`config.mk`:
```
export PLATFORM = sky130hd
export DESIGN_NAME = reg_fifo_gen
export DESIGN_NICKNAME = d
export VERILOG_FILES = /design/src/rtl/reg_fifo_pkg.sv /design/src/rtl/reg_fifo_mem.sv /design/src/rtl/reg_fifo_gen.sv
export SDC_FILE = /design/constraint.sdc
export NUM_CORES = 1
export LEC_CHECK = 0
export ABC_CLOCK_PERIOD_IN_PS = 6450
export BUFFER_PORTS_ARGS = -buffer_cell sky130_fd_sc_hd__buf_2
export CORE_AREA = 8 8 400 363
export CTS_BUF_LIST = sky130_fd_sc_hd__clkbuf_8
export DETAILED_ROUTE_END_ITERATION = 12
export DIE_AREA = 0 0 408 371
export PLACE_DENSITY = 0.49
export SYNTH_ARGS = -nofsm -noshare
export SYNTH_HDL_FRONTEND = slang
export SYNTH_SLANG_ARGS = --single-unit
export TNS_END_PERCENT = 30
```
`constraint.sdc`:
```
create_clock -name clockCore -period 6.45 [get_ports clockCore]
set_input_delay 0.645 -clock clockCore [delete_from_list [all_inputs] [get_ports clockCore]]
set_output_delay 0.645 -clock clockCore [all_outputs]
set_load 0.02 [all_outputs]
```
`src/rtl/reg_fifo_pkg.sv`:
```
// Shared definitions for the register-based FIFO: read-mode selectors and
// derived width helper.
package reg_fifo_pkg;

    localparam int unsigned FWFT_MODE = 1;
    localparam int unsigned REG_MODE  = 0;

    // Occupancy must represent 0..DEPTH inclusive, hence one extra bit.
    function automatic int unsigned calcCw(input int unsigned depth);
        return $clog2(depth) + 1;
    endfunction

endpackage

```
`src/rtl/reg_fifo_mem.sv`:
```
// DEPTH x WIDTH register array: one synchronous write port, one
// asynchronous read port. Contents are intentionally not reset.
module reg_fifo_mem #(
    parameter int unsigned DEPTH = 16,
    parameter int unsigned WIDTH = 84
) (
    input  logic                       clockCore,
    input  logic                       we,
    input  logic [$clog2(DEPTH)-1:0]   wrPtr,
    input  logic [WIDTH-1:0]           dataIn,
    input  logic [$clog2(DEPTH)-1:0]   rdPtr,
    output logic [WIDTH-1:0]           rdData
);

    logic [WIDTH-1:0] mem [DEPTH];

    always_ff @(posedge clockCore) begin
        if (we) begin
            mem[wrPtr] <= dataIn;
        end
    end

    assign rdData = mem[rdPtr];

endmodule

```
`src/rtl/reg_fifo_gen.sv`:
```
// Parametrised register FIFO with selectable FWFT/registered read, threshold
// flags, sticky over/underrun flags and a high-watermark monitor.
module reg_fifo_gen
    import reg_fifo_pkg::*;
#(
    parameter int unsigned DEPTH = 16,
    parameter int unsigned WIDTH = 84,
    parameter int unsigned FWFT  = FWFT_MODE,
    parameter int unsigned CW    = calcCw(DEPTH)
) (
    input  logic             clockCore,
    input  logic             resetCore,
    input  logic             push,
    input  logic [WIDTH-1:0] dataIn,
    input  logic             pop,
    output logic [WIDTH-1:0] dataOut,
    output logic             full,
    output logic             empty,
    input  logic [CW-1:0]    almostFullThreshold,
    input  logic [CW-1:0]    almostEmptyThreshold,
    output logic             almostFullFlag,
    output logic             almostEmptyFlag,
    output logic [CW-1:0]    fifoDepth,
    output logic [CW-1:0]    highWater,
    output logic             overrun,
    output logic             underrun,
    input  logic             clearStat
);

    localparam int unsigned AW = $clog2(DEPTH);

    logic [AW-1:0]    wrPtr;
    logic [AW-1:0]    rdPtr;
    logic [CW-1:0]    nextDepth;
    logic [WIDTH-1:0] memRdData;
    logic             popAcc;
    logic             pushAcc;

    // Status decodes come only from the registered count, never from push/pop.
    assign empty           = (fifoDepth == '0);
    assign full            = (fifoDepth == CW'(DEPTH));
    assign almostFullFlag  = (fifoDepth >= almostFullThreshold);
    assign almostEmptyFlag = (fifoDepth <= almostEmptyThreshold);

    assign popAcc  = pop & ~empty;
    assign pushAcc = push & (~full | popAcc);

    always_comb begin
        nextDepth = fifoDepth;
        if (pushAcc && !popAcc) begin
            nextDepth = fifoDepth + CW'(1);
        end else if (!pushAcc && popAcc) begin
            nextDepth = fifoDepth - CW'(1);
        end
    end

    reg_fifo_mem #(
        .DEPTH (DEPTH),
        .WIDTH (WIDTH)
    ) uMem (
        .clockCore (clockCore),
        .we        (pushAcc & ~resetCore),
        .wrPtr     (wrPtr),
        .dataIn    (dataIn),
        .rdPtr     (rdPtr),
        .rdData    (memRdData)
    );

    always_ff @(posedge clockCore) begin
        if (resetCore) begin
            wrPtr     <= '0;
            rdPtr     <= '0;
            fifoDepth <= '0;
        end else begin
            if (pushAcc) begin
                wrPtr <= wrPtr + AW'(1);
            end
            if (popAcc) begin
                rdPtr <= rdPtr + AW'(1);
            end
            fifoDepth <= nextDepth;
        end
    end

    // A coincident error event takes priority over a software clear.
    always_ff @(posedge clockCore) begin
        if (resetCore) begin
            overrun  <= 1'b0;
            underrun <= 1'b0;
        end else begin
            if (push && !pushAcc) begin
                overrun <= 1'b1;
            end else if (clearStat) begin
                overrun <= 1'b0;
            end
            if (pop && empty) begin
                underrun <= 1'b1;
            end else if (clearStat) begin
                underrun <= 1'b0;
            end
        end
    end

    always_ff @(posedge clockCore) begin
        if (resetCore) begin
            highWater <= '0;
        end else if (clearStat || (nextDepth > highWater)) begin
            highWater <= nextDepth;
        end
    end

    if (FWFT == FWFT_MODE) begin : gFwft
        // Masked while empty so the reset and drained states read zero.
        assign dataOut = empty ? '0 : memRdData;
    end else begin : gReg
        always_ff @(posedge clockCore) begin
            if (resetCore) begin
                dataOut <= '0;
            end else if (popAcc) begin
                dataOut <= memRdData;
            end
        end
    end

endmodule
```
* After elaboration in Yosys (flattened, before gate mapping)
Memories as Yosys holds them, arrays and structs flattened. A register that Yosys moved wholly into a read port is not among the register bits.
Cells that the tools add are included.
** Storage, ports and cells
- Bits in registers :: 20
- RAM bits :: 1344
- Output and inout bits :: 100
- Memories :: 1
** Memory list
- uMem.mem :: words 16, width 84, rd ports 1, clocked after Yosys merged registers in 1, write ports 1, RTL line reg_fifo_mem.sv:15 : logic [WIDTH-1:0] mem [DEPTH];
** Cells by class
- Add/subtract/negate cells :: 4
- Magnitude comparators :: 3
- Eq/ne operators :: 1
- Mux-type cells :: 10
- Bitwise operators :: 7
- Reductions and logical operators :: 10
** Operators by type and width (count)
- two-way mux 84 bit :: 1
- two-way mux 5 bit :: 2
- adder 4 x 1 -> 4 bit, second input constant :: 2
- two-way mux 4 bit :: 2
- adder 5 x 1 -> 5 bit, second input constant :: 1
- equality test 5 bit, second input constant :: 1
- greater-or-equal comparator 5 bit :: 1
- greater-than comparator 5 bit :: 1
- less-or-equal comparator 5 bit :: 1
- zero test 5 bit :: 1
- two-way mux 1 bit :: 5
- subtractor 5 x 1 -> 5 bit, second input constant :: 1
- logical AND 1 bit :: 4
- nonzero test 2 bit :: 2
- bitwise AND 1 bit :: 3
- NOT 1 bit :: 3
- zero test 1 bit :: 2
- logical OR 1 bit :: 1
- bitwise OR 1 bit :: 1

* Depth between registers and ports, before layout
Gate-level depths: netlist of the first run.
- Word-level depth :: 11
- Mapped depth :: 14
- Gate-level depth less buffers :: 13

* Cells and area by module
A second synthesis of the first run with hierarchy kept.
** Unflattened totals
- Cells, all modules :: 2342
- Area total of the unflattened synthesis :: 52364.0 um^2
** By module, submodules not included
- reg_fifo_mem :: instances 1, cells an instance 2070, area each 50370.8 um^2, seq. area each 40358.7 um^2
- reg_fifo_gen :: instances 1, cells an instance 272, area each 1993.2 um^2, seq. area each 400.4 um^2

* Worst setup path after synthesis of the first run
OpenSTA, ideal clock, no wires.
- Path kind :: register to register
- From :: register fifoDepth[0]
- To :: memory uMem.mem[15][0], enable pin
- Data arrival time :: 5.114 ns
- Data required time :: 5.923 ns
- Path slack :: 0.808 ns
- Stages on the path, launching flop included :: 8
- Buffers on the path :: 1
- Period minus slack after synthesis :: 5.642 ns
- Cell sequence :: dfxtp_1 inv_1 ha_1 or3b_1 o31a_1 clkbuf_1 nand2_1 nor2_1
** On the way
- Longest elaborated chain between the ends :: 8
- Elaborated cells on any way between the ends :: 10
- Those cells by class :: 1 x eq/ne; 2 x mux; 6 x bitwise; 1 x reduce/logical
** Ends and longest elaborated chain
- from (decl) :: RTL line reg_fifo_gen.sv:23 : output logic [CW-1:0] fifoDepth,
- from (signal assigned) :: RTL line reg_fifo_gen.sv:81 : fifoDepth <= nextDepth;
- zero test 5 bit :: RTL line reg_fifo_gen.sv:40 : assign empty = (fifoDepth == '0);
- NOT 1 bit :: RTL line reg_fifo_gen.sv:45 : assign popAcc = pop & ~empty;
- bitwise AND 1 bit :: RTL line reg_fifo_gen.sv:45
- bitwise OR 1 bit * :: RTL line reg_fifo_gen.sv:46 : assign pushAcc = push & (~full | popAcc);
- bitwise AND 1 bit * :: RTL line reg_fifo_gen.sv:46
- bitwise AND 1 bit * :: RTL line reg_fifo_gen.sv:62 : .we (pushAcc & ~resetCore),
- two-way mux 1 bit * :: RTL line reg_fifo_mem.sv:18 : if (we) begin
- two-way mux 1 bit (not written as such) * :: RTL line reg_fifo_mem.sv:19 : mem[wrPtr] <= dataIn;
- to (decl) :: RTL line reg_fifo_mem.sv:15
Every way passes the cells marked *; elsewhere a longest branch is shown, timed or not.

* Final worst setup path of the first run
- From :: register fifoDepth[0]
- To :: output port dataOut[20]
** On the way
- Longest elaborated chain between the ends :: 2
** Ends and longest elaborated chain
- zero test 5 bit :: RTL line reg_fifo_gen.sv:40
- two-way mux 84 bit :: RTL line reg_fifo_gen.sv:114 : assign dataOut = empty ? '0 : memRdData;
- to (decl) :: RTL line reg_fifo_gen.sv:16 : output logic [WIDTH-1:0] dataOut,
Every way passes these cells.

==> qor.txt, run 1 <==
Peak VDD IR = 0.283 mV
Top-area cell type share of the netlist area = 77.3%
WL met2 = 63.7 mm
Max Buffers Root-to-Sink = 3
Filler cells = 11,867
Die Width = 408 µm
Hold Slack = 0.118 ns
Pleak = 18.7 nW
Initial Utilization = 37.7%
CTS tree = done
Post-synth EDFFs = 1,344
Hold Crit Depth = 1
Pwr dens = 345 nW/µm²
Grt ovf = 0
Die height = 371 µm
Final hold violation count = 0
Initial antenna violation count = 12
Top layer in use = met4
Worst Max-Slew Pin Slew = 1.08 ns
RSZ-0062 raised after global routing = false
Worst-path maximum fanout = 43
# clock sinks = 1,368
Clock Skew = 0.0408 ns
Final TNS setup = 0 ns
Root buffer cell = clkbuf_8
DRT antenna net count = 0
Clock buffer count from CTS = 219
Startpoint Class = register
Commonest register cell after synthesis = edfxtp_1
Fin crit period = 4.84 ns
Final period utilization = 75.0%
Worst path arrival time = 4.20 ns
Worst Setup End Kind = output pin
Met3 wire length = 5.52 mm
Ys Warns = 0
Vias/cell = 5.24
Max-cap violations = 0
Rel. slew slack = 28.2%
Mapped Nets = 2,364
Status = complete, no violations
Die area = 151,000 µm²
Number of primary I/O pins = 199
Mapped cell area = 52,200 µm²
FFs w/ async S/R, synth = 0%
Post-layout util = 43.6%
Post-route total power = 20.8 mW
Total track usage = 16.9%
Fmax = 0.207 GHz
Number of remaining DRC errors = 0
Layout cells sized above 1 = 31.2%
H-tree lvl count = 4
Worst-case reg-to-reg path depth = 7
Number of global-route vias before repair = 27,078
Routed WL per cell = 27.6 µm
HPWL after detailed placement = 67.8 mm
Largest cells by area after synthesis = edfxtp_1 (77%), mux4_2 (14%), mux2i_1 (3.3%)
Fin. max-slew vios = 0
Drt first pass iters = 5
Layout area overhead = 15.4%
Seq/Total Area, Yosys = 78.2%
Routed WL = 129 mm
Gate Count Post-Synth = 2,243
Row Count = 130
Synth Area in Simple Gates = 0.819%
Core area = 138,000 µm²
# setup viols final = 0
First-pass GRT wire length = 188 mm
Worst min path class = primary input to register
Layout Nets = 2,785
Met1 Wirelength = 57.8 mm
Largest area contributor in the netlist = edfxtp_1
FF+latch count, synth = 1,368
Syn avg cell area = 23.3 µm²
Yosys cell types = 49
Initial DRC count = 1,879
Main combinational cell family by area after synthesis = multiplexers
Total number of vias = 24,550
PortBufs = 198
Synth Area in XOR/XNOR = 0.117%
Clock Latency Late Sink = 0.92 ns
Placer Congestion = 0.723
Post-synthesis adder-cell area fraction = 0.527%
Top-count cell post-synth = edfxtp_1
Multiplexer share of the synthesized area = 17.8%
Largest net degree at the start of global routing = 74
CP Class = register to output pin
Compound-Gate Fraction of Synth Area = 1.40%
Post-CTS Resized = 0
Clk slew on worst S/H paths = 0.06 ns
Critical path data required time = 5.80 ns
Top cells by count, synth = edfxtp_1 (1,344), mux4_2 (336), mux2i_1 (172)
-- through the flow --
stage	worst slack [ns]	cells	instance area, µm²
after floorplan	0.808	2243	52200
after global placement	2.56	4231	55800
after detailed placement	2.50	4231	55800
after CTS	1.43	4679	60300
after global routing	1.31	4683	60300
final	1.61	4688	60300
-- area by class of cell --
class	instances	area (µm²)	share of cell area (%)
clock buffer	224	3080	5.11
clock inverter	164	772	1.28
antenna	9	22.5	0.0373
multi-input combinational	737	10900	18.1
inverter	19	71.3	0.118
sequential	1368	40900	67.7
tap	1848	2310	3.83
timing repair buffer	319	2260	3.75
-- where the power goes --
group / switching (mW) / total (mW) / internal (mW)
combinational: 2.39 / 4.23 / 1.83
clock: 3.34 / 6.63 / 3.29
sequential: 0.105 / 9.96 / 9.85
total: 5.84 / 20.8 / 15.0
-- registers in the layout (all words and copies together), names as in the netlist, named ones only --
| signal | flops |
|---|---|
| uMem.mem | 1344 |
| fifoDepth | 5 |
| highWater | 5 |
| rdPtr | 4 |
| wrPtr | 4 |
| overrun | 1 |
| underrun | 1 |
-- final timing paths --
kind / startpoint / endpoint / slack [ns]
hold / removal: dataIn[29] / uMem.mem[8][29]$_DFFE_PP_ / 0.12
setup reg to reg: fifoDepth[1]$_SDFF_PP0_ / uMem.mem[6][18]$_DFFE_PP_ / 2.77
hold reg to reg: highWater[4]$_SDFFE_PP0P_ / highWater[4]$_SDFFE_PP0P_ / 0.50
setup / recovery: fifoDepth[0]$_SDFF_PP0_ / dataOut[20] / 1.61
-- logic make-up (layout without fill, tap and decap cells) --
group | count (synthesis) | in the layout
flops | 1368 | 1368
mux | 509 | 509
buf+inv | 138 | 726
compound gates | 114 | 114
simple gates | 85 | 85
fa+ha+maj | 22 | 22
xor+xnor | 7 | 7
other cells | 0 | 9
-- per-layer routing --
layer / track usage, % / up-vias
met4: 4.81 / 0
met5: 0 / -
li1: - / 10457
met2: 28.0 / 568
met3: 3.30 / 193
met1: 22.8 / 13332
-- critical path, cell delays in order, from the launching register on --
cell and delay, ns:
dfxtp_1 0.34, inv_1 0.14, ha_1 0.22, or4b_4 0.53
or2b_4 0.88, buf_4 0.59, o22ai_1 0.31, buf_2 0.25
-- what timing repair did --
| item | 4_1_cts | 5_1_grt |
|---|---|---|
| setup buffers | 0 | 0 |
| hold buffers | 60 | 0 |
| endpoints found under the hold margin | 712 | 0 |
-- cell usage in the layout, fill, tap and decap left out, types with 3 or more instances in the layout --
| cell type | netlist | routed |
|---|---|---|
| nor2b_1 | 8 | 8 |
| inv_1 | 18 | 87 |
| edfxtp_1 | 1344 | 1344 |
| buf_4 | 4 | 44 |
| nor2_1 | 37 | 21 |
| o21a_1 | 4 | 4 |
| a21oi_1 | 10 | 10 |
| o22ai_1 | 86 | 86 |
| dlygate4sd3_1 | 0 | 60 |
| xor2_1 | 4 | 4 |
| buf_2 | 47 | 198 |
| mux4_2 | 336 | 336 |
| ha_1 | 22 | 22 |
| clkbuf_8 | 0 | 224 |
| dfxtp_1 | 24 | 21 |
| diode_2 | 0 | 9 |
| clkinv_1 | 1 | 60 |
| nor2_4 | 0 | 16 |
| nand3_1 | 4 | 4 |
| clkinvlp_4 | 0 | 3 |
| inv_6 | 0 | 4 |
| nand2_1 | 15 | 14 |
| mux2i_1 | 172 | 172 |
| dfxtp_4 | 0 | 3 |
| xnor2_1 | 3 | 3 |
| buf_12 | 0 | 17 |
| clkinv_2 | 0 | 22 |
No activity file was read; power rests on OpenSTA's default activity.
==> run 2, diff against run 1 <==
--- a/config.mk
+++ b/config.mk
@@ -5,13 +5,13 @@
 export SDC_FILE = /design/constraint.sdc
 export NUM_CORES = 1
 export LEC_CHECK = 0
-export ABC_CLOCK_PERIOD_IN_PS = 6450
+export ABC_CLOCK_PERIOD_IN_PS = 4200
 export BUFFER_PORTS_ARGS = -buffer_cell sky130_fd_sc_hd__buf_2
 export CORE_AREA = 8 8 400 363
 export CTS_BUF_LIST = sky130_fd_sc_hd__clkbuf_8
 export DETAILED_ROUTE_END_ITERATION = 12
 export DIE_AREA = 0 0 408 371
-export PLACE_DENSITY = 0.49
+export PLACE_DENSITY = 0.51
 export SYNTH_ARGS = -nofsm -noshare
 export SYNTH_HDL_FRONTEND = slang
 export SYNTH_SLANG_ARGS = --single-unit
==> constraint.sdc (replaced) <==
create_clock -name clockCore -period 4.2 [get_ports clockCore]
set_input_delay 0.42 -clock clockCore [delete_from_list [all_inputs] [get_ports clockCore]]
set_output_delay 0.42 -clock clockCore [all_outputs]
set_load 0.02 [all_outputs]
==> run 2 against run 1 <==
  * Count of clock-buffer cells in the layout increased by 6
  * Critical path type unchanged
  * Sequential power grew 54%
  * Global-route usage shrank 0.52 points
  * Die area unchanged
  * Utilization is 0.53 points higher
  * Sequential share of layout area shrank 0.81 points
==> qor.txt, run 2 (synthesized netlist as in run 1, its figures left out) <==
Die height = 371 µm (unchanged)
Max-cap violations = 0 (unchanged)
Drt first pass iters = 5 (unchanged)
Largest regs = uMem.mem: 1344 flops, fifoDepth: 5 flops, highWater: 5 flops
Layout area overhead = 16.8%
Final period utilization = 96.2%
Final hold violation count = 0 (unchanged)
Worst path arrival time = 3.62 ns (-0.58 ns)
Worst path cell trace = inv_1, ha_1, or4b_4, or2b_4, buf_16, o22ai_1, buf_2
Status = complete, no violations
Non-filler cells, final = 4,732 (+0.94%)
Layout Nets = 2,822 (+1.3%)
Clk slew on worst S/H paths = 0.06 ns (about the same)
Critical path data required time = 3.78 ns (-2.02 ns)
Hold Crit Depth = 2 (+1)
Worst Setup End Kind = output pin
PortBufs = 198 (unchanged)
Post-DP Area = 56,100 µm² (+0.45%)
Final instance area = 61,000 µm² (+1.2%)
Max incr delay on CP = 0.54 ns (-0.34 ns)
Most frequent cells in the layout = edfxtp_1 (1,344), mux4_2 (336), clkbuf_8 (230), buf_2 (198), mux2i_1 (172)
Fmax = 0.248 GHz
Total number of vias = 24,552 (+0.0081%)
Layout cells sized above 1 = 31.4% (+0.17 points)
Clock buffer count from CTS = 218 (-0.46%)
# clock sinks = 1,368 (unchanged)
Row Count = 130 (unchanged)
Rel. slew slack = 50.6% (+22 points)
Placed insts = 4,238 (+0.17%)
Hold Startpoint = dataIn[71]
Fin. max-slew vios = 0 (unchanged)
Top reg by flops = uMem.mem
Root buffer cell = clkbuf_8
Crit-path slowest cell = or4b_4
Peak VDD IR = 0.688 mV (+140%)
Max reg flops = 1,344 (unchanged)
Worst-case reg-to-reg path depth = 13 (+6)
Pwr dens = 532 nW/µm² (+54%)
Max Buffers Root-to-Sink = 3 (unchanged)
Hold Path End = uMem.mem[13][71]$_DFFE_PP_
Reg2reg end = highWater[2]$_SDFFE_PP0P_
Clock Skew = 0.0398 ns (-0.00102 ns)
Number of remaining DRC errors = 0 (unchanged)
DRT antenna net count = 0 (unchanged)
HPWL after detailed placement = 63.5 mm (-6.2%)
Routed WL per cell = 26.5 µm (-4.0%)
Number of primary I/O pins = 199 (unchanged)
Largest net degree at the start of global routing = 85 (+15%)
Sequential cell area = 40,900 µm² (unchanged)
# setup viols final = 0 (unchanged)
Clock Latency Late Sink = 0.90 ns (-0.02 ns)
Grt ovf = 0 (unchanged)
Startpoint Class = register
Most common cell after layout, fill and taps aside = edfxtp_1
Initial DRC count = 1,880 (+0.053%)
Origin of the critical flop-to-flop path = fifoDepth[0]$_SDFF_PP0_
Die area = 151,000 µm² (unchanged)
CP Class = register to output pin
H-tree lvl count = 4 (unchanged)
Post-route total power = 32.5 mW (+56%)
Total track usage = 16.4% (-0.52 points)
Vias/cell = 5.19 (-0.92%)
R2R setup slack = 0.67 ns (-2.10 ns)
Worst-path maximum fanout = 84 (+95%)
Multi-input gate area = 10,900 µm² (about the same)
Pleak = 19.0 nW (+1.7%)
Worst Max-Slew Pin Slew = 0.740 ns (-0.336 ns)
Routed WL = 125 mm (-3.1%)
Core area = 138,000 µm² (unchanged)
Worst min path class = primary input to register
Filler cells = 11,828 (-0.33%)
CTS tree = done
Fin crit period = 4.04 ns
Number of global-route vias before repair = 27,137 (+0.22%)
Placer Congestion = 0.734 (+1.6%)
Initial antenna violation count = 11 (-1)
Die Width = 408 µm (unchanged)
First-pass GRT wire length = 183 mm (-2.5%)
Initial Utilization = 37.7% (unchanged)
==> run 2: cell types whose count changed in the layout (fill, tap and decap cells not counted), moves of 6 or more <==
cell,previous run,this run
clkinv_1,60,51
clkinv_2,22,28
inv_1,87,93
clkbuf_8,224,230
buf_4,44,35
dlygate4sd3_1,60,91
buf_12,17,32
==> run 2: worst max-delay path by stage <==
stage                             from                        end  cells after the start
2_1_floorplan  fifoDepth[0]$_SDFF_PP0_  uMem.mem[12][0]$_DFFE_PP_                      7
3_3_place_gp   fifoDepth[0]$_SDFF_PP0_  highWater[1]$_SDFFE_PP0P_                     13
3_5_place_dp   fifoDepth[0]$_SDFF_PP0_  highWater[2]$_SDFFE_PP0P_                     13
4_1_cts        fifoDepth[0]$_SDFF_PP0_                dataOut[58]                      7
5_1_grt        fifoDepth[0]$_SDFF_PP0_                dataOut[58]                      7
6_report       fifoDepth[0]$_SDFF_PP0_                dataOut[37]                      7
==> run 2: layout make-up <==
cell class,count,share of cell area [%]
Timing Repair Buffer,357,4.64
Sequential cell,1368,66.9
Inverter,19,0.117
Tap cell,1848,3.79
Multi-Input combinational cell,737,17.9
Antenna cell,5,0.0205
Clock inverter,168,1.39
Clock buffer,230,5.19
==> run 2: power breakdown <==
group	internal (mW)	total, mW	switching, mW
Clock	5.31	10.5	5.15
Combinational	2.96	6.74	3.78
Sequential	15.1	15.3	0.132
Total	23.4	32.5	9.07
==> run 2: layer usage <==
layer  up-vias  global-route usage [%]  part of all wire, %
li1      10529                       -                    -
met5         -                       0                0.021
met3       203                    3.20                  5.1
met4         4                    5.42                  2.4
met2       672                    27.5                   49
met1     13144                    21.4                   43
==> run 2: worst max-delay path: cells and delay by family, from the launching register on <==
family,cells,cell delay [ns]
buf+inv,3,0.89
simple gates,2,0.79
compound gates,1,0.39
flops,1,0.34
fa+ha+maj,1,0.23
==> run 2: metrics by stage <==
stage,utilization [%],hold slack (ns),setup WS (ns),setup TNS (ns)
after global routing,44.1,0.387,-0.00257,-0.00257
after global placement,40.5,0.476,0.885,0
after detailed placement,40.5,0.495,0.689,0
final,44.1,0.451,0.161,0
after floorplan,-,0.485,-1.41,-1423.17
after CTS,44.1,0.315,0.0351,0
==> run 2: repair_timing <==
item / CTS / global route
buffers inserted: 0 / 0
setup endpoints to repair: 5 / 0
hold buffers: 91 / 0
resized for setup: 2 / 0
hold endpoints to repair: 1367 / 0
==> run 3, diff against run 2 <==
--- a/config.mk
+++ b/config.mk
@@ -12,6 +12,7 @@
 export DETAILED_ROUTE_END_ITERATION = 12
 export DIE_AREA = 0 0 408 371
 export PLACE_DENSITY = 0.51
+export RECOVER_POWER = 100
 export SYNTH_ARGS = -nofsm -noshare
 export SYNTH_HDL_FRONTEND = slang
 export SYNTH_SLANG_ARGS = --single-unit
==> run 3 against run 2 <==
  * The run now ends with max-capacitance violations, max-slew violations left
  * Total power decreased by 0.41%
  * Routed wire length about the same
  * Cell count about the same
  * Flip-flop and latch count unchanged
  * Sequential power about the same
  * First-iteration DRC count decreased by 5.4%
  * Non-clock buffer count unchanged
  * Cell area decreased by 0.86%
  * Setup slack got worse by 0.0025 ns
  * Sequential share of layout area increased by 0.58 points
  * Register-to-register slack got worse by 0.41 ns
  * Clock skew increased by 0.00052 ns
  * Highest routed layer unchanged
==> qor.txt, run 3 (synthesized netlist as in run 1, its figures left out) <==
Psw = 9.06 mW (-0.11%)
Non-filler cells, final = 4,731 (-0.021%)
Pleak = 18.5 nW (-3.0%)
Final TNS setup = 0 ns (unchanged)
Number of primary I/O pins = 199 (unchanged)
Largest net degree at the start of global routing = 85 (unchanged)
Fin crit period = 4.04 ns (+0.00252 ns)
Pint = 23.3 mW (-0.53%)
Peak VDD IR = 0.675 mV (-1.9%)
Initial antenna violation count = 10 (-1)
Most frequent cells in the layout = edfxtp_1 (1,344), mux4_2 (336), clkbuf_8 (230), mux2i_1 (172), clkbuf_1 (155)
Placer Congestion = 0.734 (unchanged)
Hold Slack = 0.504 ns (+0.0529 ns)
Worst Setup End Kind = output pin
Worst min path class = register to register
Clock buffer count from CTS = 218 (unchanged)
Failing checks = max-capacitance violations, max-slew violations
Die Width = 408 µm (unchanged)
Initial DRC count = 1,778 (-5.4%)
Switch share = 28.0% (+0.086 points)
Met3 wire length = 6.14 mm (-4.6%)
Routed WL = 125 mm (about the same)
Die height = 371 µm (unchanged)
Number of remaining DRC errors = 0 (unchanged)
Placed insts = 4,238 (unchanged)
Met1 Wirelength = 54.1 mm (+0.41%)
Max Buffers Root-to-Sink = 3 (unchanged)
Core area = 138,000 µm² (unchanged)
Post-DP Area = 56,100 µm² (unchanged)
PortBufs = 198 (unchanged)
Rel. slew slack = -34.7% (-85 points)
Top reg by flops = uMem.mem
Worst-path maximum fanout = 84 (unchanged)
Max-cap violations = 12 (+12)
Filler cells = 11,920 (+0.78%)
Clock share of power = 32.3% (about the same)
Share of power burned in registers = 47.2% (+0.2 points)
Drt first pass iters = 5 (unchanged)
DRT antenna net count = 0 (unchanged)
Status = finished with violations
Worst Max-Slew Pin Slew = 2.02 ns (+1.28 ns)
Multi-input gate area = 10,800 µm² (-0.85%)
Fmax = 0.247 GHz (about the same)
WL met2 = 62.1 mm (+0.21%)
Total track usage = 16.4% (unchanged)
Top layer in use = met5
Final hold violation count = 0 (unchanged)
Layout Nets = 2,822 (unchanged)
HPWL after detailed placement = 63.5 mm (unchanged)
Vias/cell = 5.20 (+0.20%)
Initial Utilization = 37.7% (unchanged)
Clock Skew = 0.0403 ns (+0.000523 ns)
Post-route setup slack = 0.158 ns (-0.00252 ns)
Clock Latency Late Sink = 0.90 ns (about the same)
CTS tree = done
Pwr dens = 534 nW/µm² (+0.45%)
# setup viols final = 0 (unchanged)
First-pass GRT wire length = 183 mm (unchanged)
Layout area overhead = 15.8%
Most common cell after layout, fill and taps aside = edfxtp_1
Root buffer cell = clkbuf_8
# clock sinks = 1,368 (unchanged)
Post-layout util = 43.7% (-0.38 points)
Total number of vias = 24,597 (+0.18%)
Pre-CTS setup slack = 0.689 ns (unchanged)
Startpoint Class = register
Die area = 151,000 µm² (unchanged)
Critical path data required time = 3.78 ns (about the same)
H-tree lvl count = 4 (unchanged)
Final instance area = 60,500 µm² (-0.86%)
Number of global-route vias before repair = 27,137 (unchanged)
Row Count = 130 (unchanged)
Layout cells sized above 1 = 25.5% (-5.9 points)
Fin. max-slew vios = 811 (+811)
Routed WL per cell = 26.5 µm (about the same)
Sequential cell area = 40,900 µm² (unchanged)
Largest regs = uMem.mem: 1344 flops, fifoDepth: 5 flops, highWater: 5 flops
CP Class = register to output pin
Clk slew on worst S/H paths = 0.06 ns (about the same)
Max reg flops = 1,344 (unchanged)
Worst path arrival time = 3.62 ns (about the same)
Final period utilization = 96.2% (about the same)
Post-route total power = 32.3 mW (-0.41%)
Grt ovf = 0 (unchanged)
Logic pwr share = 20.4% (-0.4 points)
-- run 3: cell types whose count changed in the layout (fill, tap and decap cells not counted), moves of 3 or more --
cell	before	now
nor2_4	16	4
clkbuf_4	0	11
buf_12	32	16
buf_4	35	15
buf_6	0	3
clkbuf_1	0	155
clkbuf_2	0	36
buf_2	198	28
nor2_1	21	33
-- run 3: power by group through the flow --
stage                     sequential (mW)  combinational (mW)  clock (mW)
after CTS                            15.3                6.95        10.8
after floorplan                      15.5                4.57           0
after detailed placement             15.5                6.83           0
after global placement               15.5                6.75           0
final                                15.3                6.61        10.4
after global routing                 15.3                7.13        11.3
-- run 3: repair_timing --
action	in CTS	in global routing
hold buffers	91	0
resized for setup	2	0
endpoints found under the hold margin	1367	0
setup endpoints to repair	5	0
buffers inserted	0	0
-- run 3: final cells by class --
cell class / instances / share of cell area [%]
clock buffer: 230 / 5.23
inverter: 19 / 0.118
tap: 1848 / 3.82
timing repair buffer: 357 / 3.97
antenna: 4 / 0.0165
clock inverter: 168 / 1.41
multi-input combinational: 737 / 17.9
sequential: 1368 / 67.5
-- run 3: path summary, 6_finish.rpt --
kind	end	startpoint	cells after the start	slack [ns]
max	dataOut[37]	fifoDepth[0]$_SDFF_PP0_	7	0.16
max reg2reg	uMem.mem[1][52]$_DFFE_PP_	fifoDepth[1]$_SDFF_PP0_	7	0.26
min reg2reg	highWater[3]$_SDFFE_PP0P_	highWater[3]$_SDFFE_PP0P_	2	0.50
min	highWater[3]$_SDFFE_PP0P_	highWater[3]$_SDFFE_PP0P_	2	0.50
-- run 3: critical path: stages, from the launching register on --
cell     delay [ns]
dfxtp_1        0.34
inv_1          0.14
ha_1           0.23
or4b_4         0.54
or2b_4         0.25
buf_16         0.48
o22ai_1        0.39
buf_2          0.27
-- run 3: metal layers --
layer / vias to the layer above / track usage (%)
met5: - / 0
met4: 4 / 5.42
met3: 203 / 3.20
met2: 657 / 27.5
met1: 13201 / 21.4
li1: 10532 / -
